===== config.mk =====
export PLATFORM = sky130hd
export DESIGN_NAME = entrada_notas
export DESIGN_NICKNAME = d
export VERILOG_FILES = /design/src/rtl/entrada_notas.sv
export SDC_FILE = /design/constraint.sdc
export NUM_CORES = 1
export LEC_CHECK = 0
export ABC_AREA = 1
export CAP_MARGIN = 20
export CORE_MARGIN = 4
export CORE_UTILIZATION = 56
export CTS_CLUSTER_DIAMETER = 60
export DETAILED_ROUTE_END_ITERATION = 6
export MAX_ROUTING_LAYER = met4
export PLACE_DENSITY = 0.87
export SETUP_SLACK_MARGIN = 0.2
export SLEW_MARGIN = 30
export SYNTH_ARGS = -nofsm -noshare
export SYNTH_HDL_FRONTEND = slang
export SYNTH_SLANG_ARGS = --single-unit

===== constraint.sdc =====
create_clock -name clk -period 2.3 [get_ports clk]
set_clock_uncertainty 0.2 [all_clocks]
set_input_delay 0.575 -clock clk [delete_from_list [all_inputs] [get_ports clk]]
set_output_delay 0.575 -clock clk [all_outputs]
set_load 0.01 [all_outputs]

===== src/rtl/entrada_notas.sv =====
// ---------------------------------------------------------------------------
// entrada_notas
//
// Input stage for the note-sequence word classifier. Cleans up the raw note
// switches and the bouncy confirm button, queues each confirmed note in a
// small FIFO and replays it as a paced presentation: nota is set up, ok is
// pulsed, then nota is held for a gap before the next note may appear.
//
// Optional feature (macro FIM_BLOQUEIO_EN): adds input `fim`. While fim=1
// the queue is flushed, presses are discarded silently and the sequencer is
// forced back to idle (aborting a note in flight).
//
// Ports:
//   clk       in   system clock
//   reset     in   synchronous, active-high reset
//   botao     in   raw confirm button (async, bouncy)
//   chaves    in   raw note switches [3:0] (async)
//   fim       in   classifier end-of-word block (FIM_BLOQUEIO_EN only)
//   nota      out  note presented to the classifier [3:0]
//   ok        out  note-confirm strobe (registered)
//   contagem  out  FIFO occupancy [$clog2(DEPTH):0]
//   cheio     out  FIFO full
//   perdido   out  sticky: a press was dropped on a full FIFO
//
// Sequencer states:
//   state   | meaning
//   OCIOSO  | idle, ok=0; loads nota from FIFO head when queue not empty
//   PREPARA | nota stable, ok=0 for SETUP cycles (setup margin)
//   PULSO   | ok=1 for OK_WIDTH cycles
//   ESPERA  | ok=0, nota held for GAP cycles; head popped on exit
// ---------------------------------------------------------------------------
module entrada_notas #(
  parameter int DEB_CYCLES = 16,
  parameter int OK_WIDTH   = 2,
  parameter int SETUP      = 1,
  parameter int GAP        = 2,
  parameter int DEPTH      = 4
) (
  input  logic                     clk,
  input  logic                     reset,
  input  logic                     botao,
  input  logic [3:0]               chaves,
`ifdef FIM_BLOQUEIO_EN
  input  logic                     fim,
`endif
  output logic [3:0]               nota,
  output logic                     ok,
  output logic [$clog2(DEPTH):0]   contagem,
  output logic                     cheio,
  output logic                     perdido
);

  localparam int AW   = $clog2(DEPTH);
  localparam int CW   = AW + 1;
  localparam int DW   = $clog2(DEB_CYCLES);
  localparam int TMAX = (SETUP > OK_WIDTH) ? ((SETUP > GAP) ? SETUP : GAP)
                                           : ((OK_WIDTH > GAP) ? OK_WIDTH : GAP);
  localparam int TW   = (TMAX > 1) ? $clog2(TMAX) : 1;

  typedef enum logic [1:0] {
    OCIOSO  = 2'd0,
    PREPARA = 2'd1,
    PULSO   = 2'd2,
    ESPERA  = 2'd3
  } estado_t;

  // ---------------------------------------------------------------------
  // Block input
  // ---------------------------------------------------------------------
  logic fim_act;
`ifdef FIM_BLOQUEIO_EN
  assign fim_act = fim;
`else
  assign fim_act = 1'b0;
`endif

  // ---------------------------------------------------------------------
  // Two-flop synchronizers
  // ---------------------------------------------------------------------
  logic       botao_m_q, botao_s_q;
  logic [3:0] chaves_m_q, chaves_s_q;

  always_ff @(posedge clk) begin
    if (reset) begin
      botao_m_q  <= 1'b0;
      botao_s_q  <= 1'b0;
      chaves_m_q <= 4'b0000;
      chaves_s_q <= 4'b0000;
    end else begin
      botao_m_q  <= botao;
      botao_s_q  <= botao_m_q;
      chaves_m_q <= chaves;
      chaves_s_q <= chaves_m_q;
    end
  end

  // ---------------------------------------------------------------------
  // Debounce: btn_deb follows botao_s only after DEB_CYCLES stable cycles
  // ---------------------------------------------------------------------
  logic [DW-1:0] deb_cnt_q, deb_cnt_d;
  logic          btn_deb_q, btn_deb_d;
  logic          push_req;

  always_comb begin
    deb_cnt_d = deb_cnt_q;
    btn_deb_d = btn_deb_q;
    push_req  = 1'b0;
    if (botao_s_q == btn_deb_q) begin
      deb_cnt_d = '0;
    end else if (deb_cnt_q == DW'(DEB_CYCLES - 1)) begin
      btn_deb_d = ~btn_deb_q;
      deb_cnt_d = '0;
      // only the press edge queues a note; release is ignored
      push_req  = ~btn_deb_q;
    end else begin
      deb_cnt_d = deb_cnt_q + DW'(1);
    end
  end

  always_ff @(posedge clk) begin
    if (reset) begin
      deb_cnt_q <= '0;
      btn_deb_q <= 1'b0;
    end else begin
      deb_cnt_q <= deb_cnt_d;
      btn_deb_q <= btn_deb_d;
    end
  end

  // ---------------------------------------------------------------------
  // FIFO
  // ---------------------------------------------------------------------
  logic [3:0]    mem [DEPTH];
  logic [AW-1:0] wr_q, wr_d, rd_q, rd_d;
  logic [CW-1:0] count_q, count_d;
  logic          cheio_q, perdido_q, perdido_d;
  logic          pop, push_ok, full;

  estado_t       state_q, state_d;
  logic [TW-1:0] tmr_q, tmr_d;

  assign full = (count_q == CW'(DEPTH));
  assign pop  = (state_q == ESPERA) && (tmr_q == '0);
  // a pop on the same edge frees the slot, so a full FIFO still accepts
  assign push_ok = push_req && (!full || pop);

  always_comb begin
    wr_d      = wr_q;
    rd_d      = rd_q;
    count_d   = count_q;
    perdido_d = perdido_q;
    if (fim_act) begin
      wr_d    = '0;
      rd_d    = '0;
      count_d = '0;
    end else begin
      if (push_ok) wr_d = wr_q + AW'(1);
      if (pop)     rd_d = rd_q + AW'(1);
      case ({push_ok, pop})
        2'b10:   count_d = count_q + CW'(1);
        2'b01:   count_d = count_q - CW'(1);
        default: count_d = count_q;
      endcase
      if (push_req && !push_ok) perdido_d = 1'b1;
    end
  end

  always_ff @(posedge clk) begin
    if (reset) begin
      wr_q      <= '0;
      rd_q      <= '0;
      count_q   <= '0;
      cheio_q   <= 1'b0;
      perdido_q <= 1'b0;
    end else begin
      wr_q      <= wr_d;
      rd_q      <= rd_d;
      count_q   <= count_d;
      cheio_q   <= (count_d == CW'(DEPTH));
      perdido_q <= perdido_d;
    end
  end

  // storage needs no reset; occupancy alone decides what is valid
  always_ff @(posedge clk) begin
    if (!reset && !fim_act && push_ok) begin
      mem[wr_q] <= chaves_s_q;
    end
  end

  // ---------------------------------------------------------------------
  // Sequencer (timer is a down-counter, loaded with N-1 on state entry)
  // ---------------------------------------------------------------------
  logic [3:0] nota_q, nota_d;
  logic       ok_q, ok_d;

  always_comb begin
    state_d = state_q;
    tmr_d   = tmr_q;
    nota_d  = nota_q;
    case (state_q)
      OCIOSO: begin
        if (count_q != '0) begin
          nota_d  = mem[rd_q];
          state_d = PREPARA;
          tmr_d   = TW'(SETUP - 1);
        end
      end
      PREPARA: begin
        if (tmr_q == '0) begin
          state_d = PULSO;
          tmr_d   = TW'(OK_WIDTH - 1);
        end else begin
          tmr_d = tmr_q - TW'(1);
        end
      end
      PULSO: begin
        if (tmr_q == '0) begin
          state_d = ESPERA;
          tmr_d   = TW'(GAP - 1);
        end else begin
          tmr_d = tmr_q - TW'(1);
        end
      end
      ESPERA: begin
        if (tmr_q == '0) begin
          state_d = OCIOSO;
        end else begin
          tmr_d = tmr_q - TW'(1);
        end
      end
      default: begin
        state_d = OCIOSO;
        tmr_d   = '0;
      end
    endcase
    if (fim_act) begin
      state_d = OCIOSO;
      tmr_d   = '0;
    end
    // ok registered from next state so it tracks PULSO exactly, glitch-free
    ok_d = (state_d == PULSO);
  end

  always_ff @(posedge clk) begin
    if (reset) begin
      state_q <= OCIOSO;
      tmr_q   <= '0;
      nota_q  <= 4'b0000;
      ok_q    <= 1'b0;
    end else begin
      state_q <= state_d;
      tmr_q   <= tmr_d;
      nota_q  <= nota_d;
      ok_q    <= ok_d;
    end
  end

  assign nota     = nota_q;
  assign ok       = ok_q;
  assign contagem = count_q;
  assign cheio    = cheio_q;
  assign perdido  = perdido_q;

endmodule

Word level (Yosys, flattened, before mapping) --
Memory sizes are Yosys's and may differ from the RTL's. A register that Yosys moved wholly into a read port is not among the register bits. Index checks and enable logic that the tools add are counted. W data, S select, Z words.
Word-level totals: flip-flop bits (word level) 28, memory bits (writable) 16, bits of input ports 7, output and inout port bits 10, logic and storage cells 63, memories 1
Memory list:
- mem | depth 4, width 4, rd ports 1, clocked after memory_dff 1, write ports 1, line 133 | logic [3:0] mem [DEPTH];
Operators by class: add/subtract/negate cells 6, eq/ne operators 11, multiplexer cells 14, bitwise logic cells 3, reductions and logical operators 14
Operators by type and width (count):
- $eq A2 B2 Y1 const B | 4
- $mux W2 | 4
- $pmux W2 S4 | 1
- $mux W1 | 7
- $eq A3 B3 Y1 const B | 2
- $pmux W3 S2 | 1
- $add A2 B1 Y2 const B | 2
- $add A4 B1 Y4 const B | 1
- $eq A2 B1 Y1 const B | 2
- $eq A4 B4 Y1 const B | 1
- $logic_and A1 B1 Y1 | 4
- $reduce_and A2 Y1 | 2
- $add A3 B1 Y3 const B | 1
- $logic_not A1 Y1 | 3
- $not A1 Y1 | 3
- $pmux W1 S3 | 1
- $reduce_bool A3 Y1 | 1
- $reduce_or A3 Y1 | 1
- $sub A3 B1 Y3 const B | 1
- $logic_not A2 Y1 | 1
- $ne A2 B2 Y1 const B | 1
- $reduce_or A2 Y1 | 1
- $eq A1 B1 Y1 | 1
- $logic_or A1 B1 Y1 | 1
- $sub A1 B1 Y1 const B | 1

Depth between registers and ports, before layout --
word-level depth 7, depth in mapped cells 11, depth with buffers taken out 11

Worst setup path before layout --
Ideal clock, no wire load.
path type flip-flop to flip-flop, start point register state_q[0], end point register cheio_q (netlist: cheio), library setup time 0.062 ns, arrival 1.667 ns, data required time 2.038 ns, slack 0.371 ns, cell stages (with the launch flop) 12, path buffers 0, clock period less this slack 1.929 ns, cell sequence dfxtp_1 > ha_1 > nand2_4 > inv_1 > nand2_2 > inv_1 > fa_1 > inv_1 > nand3_1 > nand3_1 > nand3_1 > nor2_2
On the way: longest elaborated chain between the ends 7, elaborated cells between the ends (all ways) 8, those cells by class eq/ne (4); mux (1); reduce/logical (3)
Ends and longest elaborated chain:
- from (decl) | line 139 | estado_t state_q, state_d;
- from (signal assigned) | line 252 | state_q <= state_d;
- $eq A2 B2 Y1 * | line 143 | assign pop = (state_q == ESPERA) && (tmr_q == '0);
- $logic_and A1 B1 Y1 * | line 143
- $logic_or A1 B1 Y1 | line 145 | assign push_ok = push_req && (!full || pop);
- $logic_and A1 B1 Y1 | line 145
- $eq A2 B1 Y1 or $eq A2 B2 Y1 (tied branches) | line 159 | case ({push_ok, pop})
- $pmux W3 S2 * | line 159
- $eq A3 B3 Y1 * | line 179 | cheio_q <= (count_d == CW'(DEPTH));
- to (signal assigned) | line 179
- to (decl) | line 136 | logic cheio_q, perdido_q, perdido_d;
Every way passes the cells marked *; elsewhere a longest branch is shown, timed or not. A chain may end at the register's enable or synchronous reset.

Worst setup path in the final report --
start point register count_q[1] (netlist: contagem[1]), end point output port contagem[1]
RTL lines:
- from (decl) | line 135 | logic [CW-1:0] count_q, count_d;
- from (signal assigned) | line 178 | count_q <= count_d;
- to (decl) | line 48 | output logic [$clog2(DEPTH):0] contagem,
No word-level cell between the ends.

==> results.cfg <==
[job]
cap_viol_max_count = 0

[die]
dieArea_um2 = 4636
start_util_pct = 59.19
die_h_um = 68.09
coreArea_um2 = 3416
die_x_um = 68.09
ioPinCount = 17
row_count = 21

[layout]
drive_above_1_share_pct = 13.41
final_nets = 263
fin_cells = 292
design_area_um2 = 2351
syn_to_final_growth_pct = 16.27
diodes = 0

[detailed_routing]
first_pass_iters = 4
ant_nets = 0
drc = 0
wl_per_cell_um = 11.95
wirelength_um = 3489
via_per_inst = 4.952
vias = 1446
drt_iter0_markers = 50

[sta]
rsz0062_at_grt = true
slew_violations = 0
whs_ps = 214.4
worst_pin_slew_ps = 346.4
setup_violations = 0
relSlewSlack_pct = 76.82
min_period_ps = 2076
fmax_ghz = 0.4817
finalHoldViolations = 0
final.period_utilization_pct = 90.27
tns_ps = 0

[worst_setup_path]
worst-path-buf-inv = 1
crit_path_cell_trace = clkdlybuf4s50_1
cpPeakStageDelay_ps = 540
start_kind = flip-flop
end_kind = output port
cpLargestDelayFamily = buffers and inverters
cp_max_fo = 4
critical-path-slowest-cell = clkdlybuf4s50_1
critical_path_class = reg2out
worstPathArrival_ps = 1300
worst_ep_required_time_ps = 1520

[synth]
ys_async_sr_fraction_pct = 0
ys_seq_area_share_pct = 55.45
synthTopCellsByCount = nor2_1, inv_1, dfxtp_1
synth_edf_count = 16
synth_fp_nets = 240
netlist_instances = 222
synth.cell_area_um2 = 2022
ys_seq_elements = 48
synthFlopType = dfxtp_1
ys_warn_count = 0
netlist.area_leader.share_pct = 31.68
syn_avg_cell_area_um2 = 9.108
synth_cell_types = 26
yosysMostFrequentCell = nor2_1
ys_top_cells_by_area = dfxtp_1, edfxtp_1, nor2_1
yosysTopAreaCell = dfxtp_1

[power]
vdd_ir_drop_max_uv = 479.8
cellLeakagePower_nw = 0.9797
finalPower_mw = 1.435
p_per_area_nw_per_um2 = 610.5

[clock_network]
clock_path_buffers = 2
numCtsBuffers = 5
cts_max_level = 2
worst_skew_pair.late_latency_ps = 360
clkSlewWorstSetupHoldPaths_ps = 150
cts_tree = done
cts_hold_buf = 0
clockRootBuffer = clkbuf_4
cts.sinks = 48

[placement]
port_buffers = 16
dpl_cell_area_um2 = 2236
place_inst = 282
dp_hpwl_um = 2595
place_congestion = 0.7539

[global_route]
grt_pass1_wl_um = 5733
grt-ovfl-total = 0
grt_max_degree = 19
grt_pass1_vias = 1340
globalRouteTotalUtil_pct = 17.33
antenna_found_initial = 0

[hold_path]
hold_class = reg2reg

[run_status]
status = completed
==> final cells by class <==
class                   instances  area, um2
clock buffers                   5      37.54
inverters                      38      142.6
repair buffers                 20      192.7
multi-input cells             132      744.5
flip-flops and latches         48       1130
clock inverters                 3      46.29
fillers                       266       1065
well taps                      46      57.56
==> worst paths after layout <==
kind	from	to	slack [ps]	cells after the start
max	contagem[1]	contagem[1]	220	1
min	chaves_m_q[1]	chaves_s_q[1]	210	2
max reg2reg	state_q[0]	cheio	290	11
min reg2reg	chaves_m_q[1]	chaves_s_q[1]	210	2
==> report_power, final <==
part	internal, mW	total (mW)	switching [mW]
logic	0.0159	0.0321	0.0162
registers	0.881	0.886	0.00541
clock network	0.233	0.517	0.284
total	1.13	1.44	0.306
==> through the flow <==
| step | utilization (%) | setup WS (ps) |
|---|---|---|
| floorplan | - | 371.3 |
| global placement | 65.46 | 261.3 |
| detailed placement | 65.46 | 201.7 |
| CTS | 68.02 | 183.1 |
| global route | 68.83 | 139.6 |
| finish | 68.83 | 223.8 |
==> flip-flops by register name, summed over array words and instances (netlist names), 2 cells and up <==
register	flops
nota	4
state_q	2
rd_q	2
deb_cnt_q	4
chaves_s_q	4
contagem	3
mem	16
wr_q	2
chaves_m_q	4
==> per-layer routing <==
metal  vias up  share of wire, %  global-route usage (%)
met3         5               3.6                   3.941
met5         -                 0                       -
met4         0               1.2                   6.452
met1       667                44                   19.58
li1        747                 -                       -
met2        27                51                   29.84
==> logic make-up after synthesis <==
logic type	synth area share [%]
XOR/XNOR	1.300
AO/OA/AOI/OAI	7.550
flip-flops	55.45
buffers and inverters	7.982
adder cells (fa/ha/maj)	7.178
AND/OR/NAND/NOR	20.54
==> repair_timing <==
item	CTS	global route
gates cloned	0	0
endpoints found under the setup margin	3	17
gates resized for setup	3	6
buffers inserted	0	2
==> cell usage in the layout, fill, tap and decap left out, drive strengths merged <==
cell	netlist	routed
o211ai	1	1
ha	10	10
clkbuf	0	5
o21ai	18	18
fa	1	1
buf	4	4
nand3b	1	1
nand3	13	13
clkdlybuf4s50	0	15
bufinv	0	1
nor2	52	52
edfxtp	16	16
dlymetal6s2s	0	1
nand4	1	1
xor2	2	2
clkinvlp	0	1
nand2	19	19
a31oi	4	4
dfxtp	32	32
nor3	3	3
a21oi	6	6
inv	38	39
xnor2	1	1
(Power assumes the default switching activity.)
